<file path="src/rtl/alu_resp_unit.sv">
// Handshaked ALU responder: one registered compute stage feeding a show-ahead
// result FIFO, so results return in request order and the consumer can stall.
module alu_resp_unit #(
  parameter int unsigned WIDTH = 8,
  parameter int unsigned DEPTH = 4
) (
  input  logic                   clk,
  input  logic                   rst,
  input  logic                   req_valid,
  output logic                   req_ready,
  input  logic [WIDTH-1:0]       req_a,
  input  logic [WIDTH-1:0]       req_b,
  input  logic [1:0]             req_op,
  output logic                   rsp_valid,
  input  logic                   rsp_ready,
  output logic [WIDTH-1:0]       rsp_result,
  output logic                   rsp_flag,
  output logic [1:0]             rsp_op,
  output logic [$clog2(DEPTH):0] rsp_count
);

  localparam int unsigned PtrW   = $clog2(DEPTH);
  localparam int unsigned CntW   = PtrW + 1;
  localparam int unsigned EntryW = WIDTH + 3;

  typedef enum logic [1:0] {
    OpAdd = 2'b00,
    OpSub = 2'b01,
    OpXor = 2'b10,
    OpShl = 2'b11
  } alu_op_e;

  logic             accept;
  logic [WIDTH-1:0] alu_result;
  logic             alu_flag;

  logic             s1_valid;
  logic [WIDTH-1:0] s1_result;
  logic             s1_flag;
  logic [1:0]       s1_op;

  logic [EntryW-1:0] mem [DEPTH];
  logic [PtrW-1:0]   wr_ptr;
  logic [PtrW-1:0]   rd_ptr;
  logic [CntW-1:0]   count_next;
  logic              push;
  logic              pop;
  logic [EntryW-1:0] head;

  // Admission counts the S1 entry as already occupying a FIFO slot, which is
  // what makes overflow impossible without looking at rsp_ready.
  assign req_ready = !rst &&
                     (({1'b0, rsp_count} + (CntW + 1)'(s1_valid)) < (CntW + 1)'(DEPTH));
  assign accept    = req_valid && req_ready;

  always_comb begin
    alu_result = '0;
    alu_flag   = 1'b0;
    case (alu_op_e'(req_op))
      OpAdd: {alu_flag, alu_result} = {1'b0, req_a} + {1'b0, req_b};
      OpSub: {alu_flag, alu_result} = {1'b0, req_a} - {1'b0, req_b};
      OpXor: alu_result = req_a ^ req_b;
      OpShl: begin
        alu_result = {req_a[WIDTH-2:0], 1'b0};
        alu_flag   = req_a[WIDTH-1];
      end
      default: begin
        alu_result = '0;
        alu_flag   = 1'b0;
      end
    endcase
  end

  always_ff @(posedge clk) begin
    if (rst) begin
      s1_valid  <= 1'b0;
      s1_result <= '0;
      s1_flag   <= 1'b0;
      s1_op     <= '0;
    end else begin
      s1_valid <= accept;
      if (accept) begin
        s1_result <= alu_result;
        s1_flag   <= alu_flag;
        s1_op     <= req_op;
      end
    end
  end

  assign push = s1_valid;
  assign pop  = rsp_valid && rsp_ready;

  always_comb begin
    count_next = rsp_count;
    case ({push, pop})
      2'b10:   count_next = rsp_count + CntW'(1);
      2'b01:   count_next = rsp_count - CntW'(1);
      default: count_next = rsp_count;
    endcase
  end

  always_ff @(posedge clk) begin
    if (rst) begin
      wr_ptr    <= '0;
      rd_ptr    <= '0;
      rsp_count <= '0;
    end else begin
      if (push) begin
        wr_ptr <= wr_ptr + PtrW'(1);
      end
      if (pop) begin
        rd_ptr <= rd_ptr + PtrW'(1);
      end
      rsp_count <= count_next;
    end
  end

  // Storage needs no reset: an entry is only visible once rsp_count covers it.
  always_ff @(posedge clk) begin
    if (!rst && push) begin
      mem[wr_ptr] <= {s1_flag, s1_op, s1_result};
    end
  end

  assign rsp_valid = (rsp_count != '0);
  assign head      = rsp_valid ? mem[rd_ptr] : '0;

  always_comb begin
    rsp_flag   = head[EntryW-1];
    rsp_op     = head[EntryW-2:EntryW-3];
    rsp_result = head[WIDTH-1:0];
  end

endmodule

</file>
<file path="config.mk">
export PLATFORM = sky130hd
export DESIGN_NAME = alu_resp_unit
export DESIGN_NICKNAME = d
export VERILOG_FILES = /design/src/rtl/alu_resp_unit.sv
export SDC_FILE = /design/constraint.sdc
export NUM_CORES = 1
export LEC_CHECK = 0
export CAP_MARGIN = 20
export CORE_MARGIN = 5
export CORE_UTILIZATION = 40
export CTS_CLUSTER_SIZE = 8
export DETAILED_ROUTE_END_ITERATION = 10
export PLACE_DENSITY_LB_ADDON = 0.08
export SYNTH_ARGS = -nofsm -noshare
export SYNTH_HDL_FRONTEND = slang
export SYNTH_SLANG_ARGS = --single-unit
</file>
<file path="constraint.sdc">
create_clock -name clk -period 3 [get_ports clk]
set_input_delay 0.6 -clock clk [delete_from_list [all_inputs] [get_ports clk]]
set_output_delay 0.6 -clock clk [all_outputs]
set_load 0.05 [all_outputs]
</file>
=== After elaboration in Yosys (flattened, before gate mapping) ===
Memory sizes are Yosys's and may differ from the RTL's. A register that Yosys moved wholly into a read port is not among the register bits.
Index checks and enable logic that the tools add are counted.

* Logic and storage cells: 38
* RAM bits: 44
* Input bits: 22
* Bits in registers: 19
* Memories: 1
* Output and inout bits: 16

{| class="wikitable"
|+ Memory list
! memory !! words !! bits a word !! rd ports !! clocked after Yosys merged registers in !! write ports !! RTL line !! text
|-
| mem || 4 || 11 || 1 || 1 || 1 || 42 || <nowiki>logic [EntryW-1:0] mem [DEPTH];</nowiki>
|}

* Multiplexer cells: 8
* $add $sub $neg: 7
* Equal/unequal tests: 5
* Bitwise gates (word level): 1
* Reduce and logical (&&, ||, !) cells: 8
* Order comparisons: 1

{| class="wikitable"
|+ Operators with widths
! kind !! number
|-
| 8-bit one-hot mux with 4 select lines || 1
|-
| 11-bit two-way mux || 1
|-
| 8-bit by 8-bit adder with 9-bit output || 1
|-
| 8-bit by 8-bit subtractor with 9-bit output || 1
|-
| 8-bit XOR || 1
|-
| 2-bit == test, second input constant || 3
|-
| 3-bit one-hot mux with 2 select lines || 1
|-
| 2-bit by 1-bit adder with 2-bit output, second input constant || 2
|-
| 3-bit by 1-bit adder with 4-bit output || 1
|-
| 2-bit by 1-bit == test with 1-bit output, second input constant || 2
|-
| 1-bit logical AND || 4
|-
| 4-bit by 3-bit less-than comparator with 1-bit output, second input constant || 1
|-
| 2-bit two-way mux || 2
|-
| 3-bit by 1-bit adder with 3-bit output, second input constant || 1
|-
| 1-bit one-hot mux with 3 select lines || 1
|-
| 3-bit nonzero test || 1
|-
| 3-bit by 1-bit subtractor with 3-bit output, second input constant || 1
|-
| 2-bit logical NOT || 1
|-
| 1-bit two-way mux || 2
|-
| 2-bit nonzero test || 1
|-
| 1-bit logical NOT || 1
|}

=== Depth between registers and ports, before layout ===
* Word-level depth: 4
* Depth in mapped cells: 8
* Gate-level depth less buffers: 8

=== Worst setup path before layout ===
Ideal clock, no wire load.

* Path type: register -> output
* Start point: register rsp_count[0]
* End point: output port rsp_op[0]
* Data required time: 2400 ps
* Buffers on the path: 1
* Cell stages (with the launch flop): 4
* Slack: 370 ps
* Data arrival time: 2030 ps
* Path through: dfxtp_1 -> or3_1 -> clkbuf_1 -> and2_1

* Cells in the longest elaborated chain, start to end: 2

{| class="wikitable"
|+ Ends and longest elaborated chain
! element !! RTL line !! text
|-
| start, declared || 19 || <nowiki>output logic [$clog2(DEPTH):0] rsp_count</nowiki>
|-
| start signal, assigned || 114 || <nowiki>rsp_count <= count_next;</nowiki>
|-
| 3-bit nonzero test || 125 || <nowiki>assign rsp_valid = (rsp_count != '0);</nowiki>
|-
| net rsp_valid || 14 || <nowiki>output logic rsp_valid,</nowiki>
|-
| 11-bit two-way mux || 126 || <nowiki>assign head = rsp_valid ? mem[rd_ptr] : '0;</nowiki>
|-
| end, declared || 18 || <nowiki>output logic [1:0] rsp_op,</nowiki>
|}

The timed path passes the listed nets, and every way through them passes these cells.

==> metrics.md <==
| Metric | Value |
|---|---|
| Cts hold-fix bufs | `0` |
| Fin. max-slew vios | `0` |
| Setup crit start kind | `flip-flop` |
| Share of flip-flops with an asynchronous set or reset | `0%` |
| Final cycle utilization of the critical path | `approximately 94%` |
| DRC errors left | `0` |
| CTS tree | `built` |
| Synth Register Bits | `between 60 and 70` |
| Overall Global Routing Usage | `around an eighth` |
| Clk root buf | `clkbuf_8` |
| Via density | `5.15` |
| Core area | `about 8600 sq um` |
| Net Count, Synth | `342` |
| Num CTS Buffers | `9` |
| Design area | `approximately 4300 sq um` |
| Main area contributors after synthesis | `edfxtp_1 38%, dfxtp_1 12%, mux4_2 7.7%` |
| Total number of vias | `~2300` |
| RePlAce Congestion | `0.835` |
| Peak Freq | `approximately 350 MHz` |
| Initial Utilization | `between 40 and 50%` |
| I/O pins | `38` |
| Register area share after synthesis | `49.6%` |
| Final ANT Viol Nets | `0` |
| Final setup vio count | `0` |
| Tightest Pin Transition | `498 ps` |
| Final WL | `a little under 7000 um` |
| Avg Cell Area, Syn | `between 10 and 15 sq um` |
| CTS clock-pin slew for the worst setup and hold paths | `about 80 ps` |
| Crit path time final | `2830 ps` |
| Setup bufs post-CTS | `0` |
| Skew final | `between 10 and 15 ps` |
| Leak | `between 1.5 and 2 nW` |
| Pre-CTS WS | `162 ps` |
| WL/cell | `~15 um` |
| Die span in x | `104 um` |
| Pin count of the biggest net entering global routing | `18` |
| Setup CP Type | `reg -> out` |
| Initial antenna violation count | `0` |
| Post-synthesis to final-layout area growth | `21.8%` |
| Pwr dens | `around 740 nW/um^2` |
| WP data required | `between 2000 and 2500 ps` |
| Mapped Area | `3510 sq um` |
| DR pass1 iterations | `4` |
| DRT met1 WL | `between 3000 and 4000 um` |
| Critical Path End Type | `output port` |
| Most frequent cells in the layout | `44 x edfxtp_1, 28 x clkdlybuf4s50_1, 25 x nor2_1` |
| Grt ovf | `0` |
| Final Hold Viols | `0` |
| Yosys top cell by area | `edfxtp_1` |
| Placed cell area | `approximately 4000 sq um` |
| Detail Placement HPWL | `about 5200 um` |
| Post-synth top area share | `between 30% and 40%` |
| Final TNS setup | `0 ps` |
| RSZ-0062 raised after global routing | `no` |
| Sink Count | `65` |
| Share of cells above drive strength 1 | `about 17%` |
| Longest Clk Path Bufs | `2` |
| Crit Path Max Fanout | `11` |
| Ys flop type | `edfxtp_1` |
| Standard-cell rows | `34` |
| H-Tree Depth | `3` |
| Synth Instances | `296` |
| Final net count | `between 300 and 400` |
| Later-pin clock latency in the skew report | `approximately 340 ps` |
| Worst setup margin | `171 ps` |
| First-pass GRT wire length | `11400 um` |
| Die area | `roughly 11000 sq um` |
| Antenna diode count | `0` |
| Commonest non-fill, non-tap cell in the layout | `edfxtp_1` |
| Worst Hold Class | `reg -> reg` |
| Die Ht | `slightly above 100 um` |
| Worst Path Arrival | `approximately 2200 ps` |
| Worst vdd ir | `between 0.0003 and 0.0004 V` |
| Top layer used by detailed routing | `met4` |
| Status | `complete, no violations` |
| IO buf count | `37` |
| Vias in the first global route | `about 2300` |
| Library cells used by synthesis | `60` |
| Detailed Route Iter0 Violations | `approximately 120` |
| Worst rel slew slack | `66.7%` |
| Post_cts resized | `0` |
| Met3 Wirelength | `about 240 um` |
| Post-synth EDFFs | `between 40 and 50` |
| Max_cap viols | `0` |
| Synthesis warning total | `0` |
| Met2 wire len | `about 3400 um` |
-- sequential cells by signal, indices dropped and copies added (netlist names), named ones only --
signal / cells
push: 1
wr_ptr: 2
s1_op: 2
s1_flag: 1
mem: 44
rsp_count: 3
rd_ptr: 2
s1_result: 8
-- cells by family (layout without fill, tap and decap cells) --
family / count (synthesis) / in the layout / share of synthesized area [%]
AOI/OAI and AO/OA: 62 / 62 / 13.4
buffers and inverters: 38 / 88 / 4.99
adders and majority gates: 24 / 24 / 9.20
muxes: 16 / 16 / 8.84
DFF: 65 / 65 / 49.6
and+or+nand+nor: 84 / 84 / 12.1
xor gates and xnor gates: 7 / 7 / 1.75
-- synthesized netlist by cell type (2+ instances only) --
cell type  number
edfxtp_1       44
mux2i_1         4
nand2b_1        6
nor2b_1         4
clkbuf_1        4
xnor2_1         2
o21ai_1         2
nand2_1        15
dfxtp_1        21
o211a_1         2
a221oi_1        2
a211oi_1        5
or3_1           3
and3_1          6
ha_1           21
and2_1         12
o21ai_0         7
buf_6           2
nor2_1         25
a311oi_1        3
xor2_1          5
mux4_2         12
buf_2           8
inv_1          21
buf_4           2
fa_1            3
o21bai_1        3
nand3_1         4
a21oi_1        17
-- worst paths after layout --
path / to / slack, ps / depth (start not counted) / start
worst min register to register: mem[3][4] / 520 / 0 / s1_result[4]
worst max register to register: rsp_count[2] / 560 / 8 / rsp_count[0]
worst min-delay path: mem[3][4] / 520 / 0 / s1_result[4]
worst max-delay path: rsp_result[4] / 170 / 4 / flip-flop
-- layout make-up --
type	count	area (sq um)
timing repair buffer	50	470
clock inverter	6	115
inverter	22	82.6
sequential	65	1740
tap	108	135
multi-input combinational	193	1590
clock buffer	10	138
fill	793	4360
-- metal layers --
metal,vias to the layer above,GRT usage (%)
met5,-,0
met4,0,5.27
met3,8,3.11
met2,41,21.8
met1,1115,16.5
li1,1175,-
-- critical path: stages (launching register included) --
cell and delay (ps):
dfxtp_1 360, buf_12 160, mux4_2 510, and2_1 170
clkdlybuf4s50_1 690
-- power by group --
part           internal (W)  total [W]  switching (W)
registers           0.00104    0.00111      0.0000703
logic              0.000459    0.00114       0.000681
clock network      0.000577   0.000900       0.000323
-- stage by stage --
| step | util (%) | cells | total power (W) | hold slack (ps) |
|---|---|---|---|---|
| 6_report | 49.5 | 454 | 0.00315 | 519 |
| 5_1_grt | 49.5 | 454 | 0.00331 | 529 |
| 4_1_cts | 49.5 | 454 | 0.00319 | 515 |
| 3_5_place_dp | 46.6 | 438 | 0.00229 | 506 |
| 3_3_place_gp | 46.6 | 438 | 0.00228 | 503 |
| 2_1_floorplan | - | 296 | 0.00193 | 460 |
(Power assumes the default switching activity.)
